==> config.mk <==
export PLATFORM = sky130hd
export DESIGN_NAME = mem_arbiter
export DESIGN_NICKNAME = d
export VERILOG_FILES = /design/src/rtl/mem_arbiter.sv
export SDC_FILE = /design/constraint.sdc
export NUM_CORES = 1
export LEC_CHECK = 0
export CAP_MARGIN = 20
export CORE_UTILIZATION = 41
export DETAILED_ROUTE_END_ITERATION = 10
export GPL_ROUTABILITY_DRIVEN = 0
export GPL_TIMING_DRIVEN = 0
export PLACE_DENSITY = 0.8
export SLEW_MARGIN = 20
export SYNTH_ARGS = -nofsm -noshare
export SYNTH_HDL_FRONTEND = slang
export SYNTH_SLANG_ARGS = --single-unit
export TNS_END_PERCENT = 5
==> constraint.sdc <==
create_clock -name clk -period 1.47 [get_ports clk]
set_input_delay 0.147 -clock clk [delete_from_list [all_inputs] [get_ports clk]]
set_output_delay 0.147 -clock clk [all_outputs]
set_load 0.01 [all_outputs]
==> src/rtl/mem_arbiter.sv <==
// Two-port arbiter/sequencer in front of the single-port data RAM: IDLE -> ACCESS -> RESP.
// Define MEM_ARB_FIXED_PRIO_EN for fixed priority (port 0 wins ties); default is round-robin.
module mem_arbiter #(
  parameter int AW = 10,
  parameter int DW = 10
) (
  input  logic          clk,
  input  logic          rst_n,
  input  logic          r0_req,
  input  logic          r0_we,
  input  logic [AW-1:0] r0_addr,
  input  logic [DW-1:0] r0_wdata,
  output logic          r0_gnt,
  output logic          r0_done,
  output logic [DW-1:0] r0_rdata,
  input  logic          r1_req,
  input  logic          r1_we,
  input  logic [AW-1:0] r1_addr,
  input  logic [DW-1:0] r1_wdata,
  output logic          r1_gnt,
  output logic          r1_done,
  output logic [DW-1:0] r1_rdata,
  output logic [AW-1:0] ram_addr,
  output logic [DW-1:0] ram_wdata,
  output logic [1:0]    ram_ldst_en,
  input  logic [DW-1:0] ram_rdata
);

  typedef enum logic [1:0] {
    IDLE   = 2'd0,
    ACCESS = 2'd1,
    RESP   = 2'd2
  } state_t;

  state_t        state_r;
  logic          win_r;
  logic          we_r;
  logic          any_req_s;
  logic          pick_s;
  logic          sel_we_s;
  logic [AW-1:0] sel_addr_s;
  logic [DW-1:0] sel_wdata_s;

`ifndef MEM_ARB_FIXED_PRIO_EN
  logic last_r;
`endif

  // Winner selection and request-field mux, consumed only when leaving IDLE
  always_comb begin
    any_req_s = r0_req | r1_req;
    pick_s    = 1'b0;
`ifdef MEM_ARB_FIXED_PRIO_EN
    if (r0_req) begin
      pick_s = 1'b0;
    end else begin
      pick_s = 1'b1;
    end
`else
    if (r0_req && r1_req) begin
      pick_s = ~last_r;
    end else if (r0_req) begin
      pick_s = 1'b0;
    end else begin
      pick_s = 1'b1;
    end
`endif
    if (pick_s) begin
      sel_we_s    = r1_we;
      sel_addr_s  = r1_addr;
      sel_wdata_s = r1_wdata;
    end else begin
      sel_we_s    = r0_we;
      sel_addr_s  = r0_addr;
      sel_wdata_s = r0_wdata;
    end
  end

`ifndef MEM_ARB_FIXED_PRIO_EN
  // Round-robin pointer: remembers the last served port, reset value favours port 0
  always_ff @(posedge clk or negedge rst_n) begin
    if (!rst_n) begin
      last_r <= 1'b1;
    end else if (state_r == RESP) begin
      last_r <= win_r;
    end else begin
      last_r <= last_r;
    end
  end
`endif

  // Sequencer FSM; every output is a register so nothing combinational leaks from rN_* inputs
  always_ff @(posedge clk or negedge rst_n) begin
    if (!rst_n) begin
      state_r     <= IDLE;
      win_r       <= 1'b0;
      we_r        <= 1'b0;
      ram_addr    <= {AW{1'b0}};
      ram_wdata   <= {DW{1'b0}};
      ram_ldst_en <= 2'd0;
      r0_gnt      <= 1'b0;
      r1_gnt      <= 1'b0;
      r0_done     <= 1'b0;
      r1_done     <= 1'b0;
      r0_rdata    <= {DW{1'b0}};
      r1_rdata    <= {DW{1'b0}};
    end else begin
      case (state_r)
        IDLE: begin
          if (any_req_s) begin
            state_r     <= ACCESS;
            win_r       <= pick_s;
            we_r        <= sel_we_s;
            ram_addr    <= sel_addr_s;
            ram_wdata   <= sel_wdata_s;
            ram_ldst_en <= sel_we_s ? 2'd3 : 2'd2;
            r0_gnt      <= ~pick_s;
            r1_gnt      <= pick_s;
          end else begin
            state_r <= IDLE;
          end
        end
        ACCESS: begin
          // Load data is captured at the edge that closes the RAM cycle
          state_r     <= RESP;
          ram_addr    <= {AW{1'b0}};
          ram_wdata   <= {DW{1'b0}};
          ram_ldst_en <= 2'd0;
          r0_gnt      <= 1'b0;
          r1_gnt      <= 1'b0;
          r0_done     <= ~win_r;
          r1_done     <= win_r;
          if (!we_r && win_r) begin
            r1_rdata <= ram_rdata;
          end else if (!we_r) begin
            r0_rdata <= ram_rdata;
          end else begin
            r0_rdata <= r0_rdata;
          end
        end
        RESP: begin
          state_r <= IDLE;
          r0_done <= 1'b0;
          r1_done <= 1'b0;
        end
        default: begin
          state_r     <= IDLE;
          ram_addr    <= {AW{1'b0}};
          ram_wdata   <= {DW{1'b0}};
          ram_ldst_en <= 2'd0;
          r0_gnt      <= 1'b0;
          r1_gnt      <= 1'b0;
          r0_done     <= 1'b0;
          r1_done     <= 1'b0;
        end
      endcase
    end
  end

endmodule

; Word level (Yosys, flattened, before mapping)
; Cells that the tools add are included.
[word_totals]
input_bits = 56
reg_bits = 51
out_inout_bits = 46
[classes]
bitwise_logic = 7
n_reduce_logical = 8
muxes = 20
eq_ne = 3
[op_table]
columns = op, n
row1 = $mux 10, 4
row2 = $pmux 10 s2, 2
row3 = $pmux 1 s2, 4
row4 = $pmux 2 s2, 2
row5 = $mux 1, 7
row6 = $not 1->1, 6
row7 = $reduce_and 2->1, 3
row8 = $reduce_and 3->1, 1
row9 = $eq 2x1->1 const B, 1
row10 = $eq 2x2->1 const B, 1
row11 = $logic_and 1x1->1, 2
row12 = $logic_not 2->1, 1
row13 = $mux 2, 1
row14 = $ne 2x2->1 const B, 1
row15 = $logic_not 1->1, 1
row16 = $or 1x1->1, 1

; Logic depth before layout (Yosys ltp)
[depth]
depth_word = 6
ltp_mapped = 5
depth_no_buf = 4

; Worst setup path before layout
; Ideal clock, no wire load.
[synth_path]
path_kind = flip-flop to flip-flop
startpoint = register state_r[1]
endpoint = register r0_rdata[0]
path_stages_with_launch = 5
path_slack_ps = 124
t_arrival_ps = 1221
setup_ps = 125
t_required_ps = 1345
path_cell_list = dfrtp_1 > nor2b_2 > nor3b_2 > buf_6 > mux2_2
[synth_between]
elab_chain_len = 2
[synth_rtl]
columns = item, line_no
row1 = start: declaration, 35  ; state_t state_r;
row2 = start signal: assignment, 94  ; state_r <= IDLE;
row3 = start signal: assignment, 110  ; state_r <= ACCESS;
row4 = start signal: assignment, 119  ; state_r <= IDLE;
row5 = $eq 2x1->1, 107  ; case (state_r)
row6 = $reduce_and 3->1 (no source line), -
row7 = end signal: assignment, 104  ; r0_rdata <= {DW{1'b0}};
row8 = end signal: assignment, 135  ; r0_rdata <= ram_rdata;
row9 = end signal: assignment, 137  ; r0_rdata <= r0_rdata;
row10 = end: declaration, 15  ; output logic [DW-1:0] r0_rdata,
; No other way between the ends.
; A chain may end at the register's enable or synchronous reset.

; Worst setup path after layout
[layout_path]
startpoint = register state_r[1]
endpoint = register r1_rdata[3]
[layout_between]
elab_chain_len = 2
[layout_rtl]
columns = item, line_no
row1 = $eq 2x1->1, 107
row2 = $reduce_and 2->1 (no source line), -
row3 = end signal: assignment, 105  ; r1_rdata <= {DW{1'b0}};
row4 = end signal: assignment, 133  ; r1_rdata <= ram_rdata;
row5 = end: declaration, 22  ; output logic [DW-1:0] r1_rdata,
; No other way between the ends.

==> metrics.csv <==
metric,value,unit
status,finished clean,
vdd_ir_drop_max,0.000872,V
ctsRootBufferMaster,clkbuf_8,
synth_top_flop_cell,dfrtp_1,
dp_hpwl,3.87,mm
multi_input_area,822,sq um
yosysWarnings,0,
drc,0,
cts.clk_slew.worst_paths,0.10,ns
cp.required,1.66,ns
yosysTopAreaCellShare,0.566,
synthSimpleGateAreaFrac,0.119,
synthTopCellsByCount,"dfrtp_1, nor3b_1, a221o_1",
grt_max_degree,52,
ys_types,31,
synth_compound_area_frac,0.130,
drt_iter0_markers,75,
critPathKind,flop to flop,
cts_tree,yes,
max_freq,693,MHz
core_area,0.00514,sq mm
routed_wl,5.35,mm
power_frac_comb,0.511,
rrSetupSlack,0.03,ns
synth_top_family_by_area,compound AO/OA/AOI/OAI gates,
relSlewSlack,0.573,
start_util,0.430,
first_pass_iters,4,
muxShareOfSynthArea,0.119,
fin_skew,0.0131,ns
antenna_found_initial,0,
r2r_end,r1_rdata[3]$_DFFE_PN0P_,
p_sw_frac,0.315,
fillers,419,
crit_fanout,10,
r2r-start,state_r[1]$_DFF_PN0_,
worst_pin_slew,0.640,ns
leakage,1.45,nW
area_growth,56.5,%
clkPwrFrac,0.135,
crit_chain,nor2b_2 -> nor3b_4 -> buf_6 -> mux2_2,
post-route-period-util,0.981,
synth-seq-cells,51,
synth_edf_count,0,
cts_sinks,51,
synth-adder-area-share,0,
synth.most_common_cell,dfrtp_1,
fin_crit,1.44,ns
viasPerCell,4.96,
cts.htree.levels,2,
synthesis.nets,212,
syn-cell-area,0.00221,sq mm
gr-usage-all-layers,0.191,
setup_violations,0,
synthTopCellsByArea,"dfrtp_1, a221o_1, mux2_2, nor3b_1, buf_6",
maxCapViolCount,0,
slew_violations,0,
antenna_left,0,
cts_buffers,5,
fp.dieArea,0.00569,sq mm
nNetsFinal,324,
holdCritPathClass,primary input to async pin,
diodes,0,
overflow,0,
avgSynthCellArea,14.2,sq um
synth_xor_xnor_area_share,0,
seq_power_share,0.354,
drive_gt1_frac,0.201,
clock_path_buffers,2,
placed_cells,327,
worst_setup_path_end_kind,flop,
yosys.area.top_type,dfrtp_1,
wl_per_cell,15.8,microns
grt_pass1_wl,7.97,mm
slowest_delay,0.45,ns
regArea,0.00128,sq mm
ios,102,
reg2reg_depth,4,
io_buffers,101,
syn_inst,156,
cp-start-kind,flop,
final_util,0.673,
std_cell_rows,26,
cp_slowest_cell,dfrtp_2,
stdcell_count,338,
synth-seq-area-share,0.578,
p_int,4.79,mW
cp.arrival,1.63,ns
dieHeight,75.4,microns
grt_pass1_vias,1637,
p_sw,2.20,mW
async_flop_share,1.00,
clk_latency,0.30,ns
chipWidth,75.4,microns
p_per_area,2020,mW/mm^2
vias,1675,
grt_setup_unrepaired,true,
hold_violations,0,
## worst max-delay path by stage
stage	startpoint	endpoint	slack [ns]	cells past startpoint
3_5_place_dp	r0_req	ram_wdata[8]$_DFFE_PN0P_	-0.17	5
6_report	state_r[1]$_DFF_PN0_	r1_rdata[3]$_DFFE_PN0P_	0.03	4
4_1_cts	state_r[1]$_DFF_PN0_	r1_rdata[3]$_DFFE_PN0P_	0.006	4
3_3_place_gp	rst_n	ram_addr[7]$_DFFE_PN0P_	-1.27	1
2_1_floorplan	state_r[1]$_DFF_PN0_	r0_rdata[0]$_DFFE_PN0P_	0.12	4
5_1_grt	state_r[1]$_DFF_PN0_	r1_rdata[6]$_DFFE_PN0P_	-0.03	4
## kinds of logic (layout without fill, tap and decap cells)
logic type,count (synthesis),count (layout)
DFF,51,51
muxes,22,22
and+or+nand+nor,35,35
AOI/OAI and AO/OA,32,32
buffers and inverters,16,128
## power by group through the flow
| stage | clock network (mW) | registers [mW] | logic [mW] |
|---|---|---|---|
| after global routing | 1.04 | 2.56 | 3.84 |
| final | 0.944 | 2.47 | 3.57 |
| after detailed placement | 0 | 2.51 | 3.50 |
| after CTS | 0.976 | 2.49 | 3.52 |
| after global placement | 0 | 2.47 | 3.47 |
| after floorplan | 0 | 2.76 | 1.48 |
## per-stage QoR
stage	worst slack [ns]	TNS, ns	hold WS (ns)	cell area [sq um]	power [mW]
floorplan	0.124	0	-0.149	2210	4.24
global placement	-1.27	-66.84	0.472	3310	5.94
detailed placement	-0.171	-3.18	0.218	3310	6.01
CTS	0.00585	0	0.430	3420	6.99
global route	-0.0252	-0.180	0.448	3460	7.44
finish	0.0280	0	0.400	3460	6.99
## registers in the layout, summed over array words and instances, names as in the netlist
name and flops:
last_r 1, r0_done 1, r0_gnt 1, r0_rdata 10
r1_done 1, r1_gnt 1, r1_rdata 10, ram_addr 10
ram_ldst_en 2, ram_wdata 10, state_r 2, we_r 1
win_r 1
## worst max-delay path: cells and delay by family (launching register included)
family        cells  cell delay [ns]
flops             1             0.45
simple gates      2             0.35
mux               1             0.35
buf+inv           1             0.18
## layer usage
layer  up-vias  share of wire  wire [microns]  global-route usage
li1        808              -               -                   -
met1       812           0.44            2340               0.239
met2        49           0.50            2650               0.325
met3         6          0.054             288              0.0489
met4         0          0.013              69              0.0617
met5         -              0               0                   0
## what timing repair did
item,4_1_cts,5_1_grt
hold endpoints to repair,50,0
cloned,0,0
hold buffers,1,0
resized for setup,1,4
endpoints found under the setup margin,13,29
setup buffers,0,3
## cell usage in the layout (no fill, tap or decap), types with 2 or more instances in the layout
master	n
clkbuf_4	2
and3_4	2
buf_6	7
mux2i_1	2
a221o_1	19
nor2_1	3
clkdlybuf4s50_1	100
nand2_1	2
nor3b_1	20
o21ai_0	4
buf_4	4
mux2_2	15
dfrtp_1	49
mux2_4	5
inv_1	5
clkbuf_8	5
## cell type report
cell class,count,area share
plain buffers,11,0.0300
clock buffers,5,0.0199
repair buffers,105,0.301
clock inverters,2,0.0109
multi-input cells,89,0.238
flip-flops and latches,51,0.370
well taps,70,0.0253
inverters,5,0.00543
No activity file was read; power rests on OpenSTA's default activity.
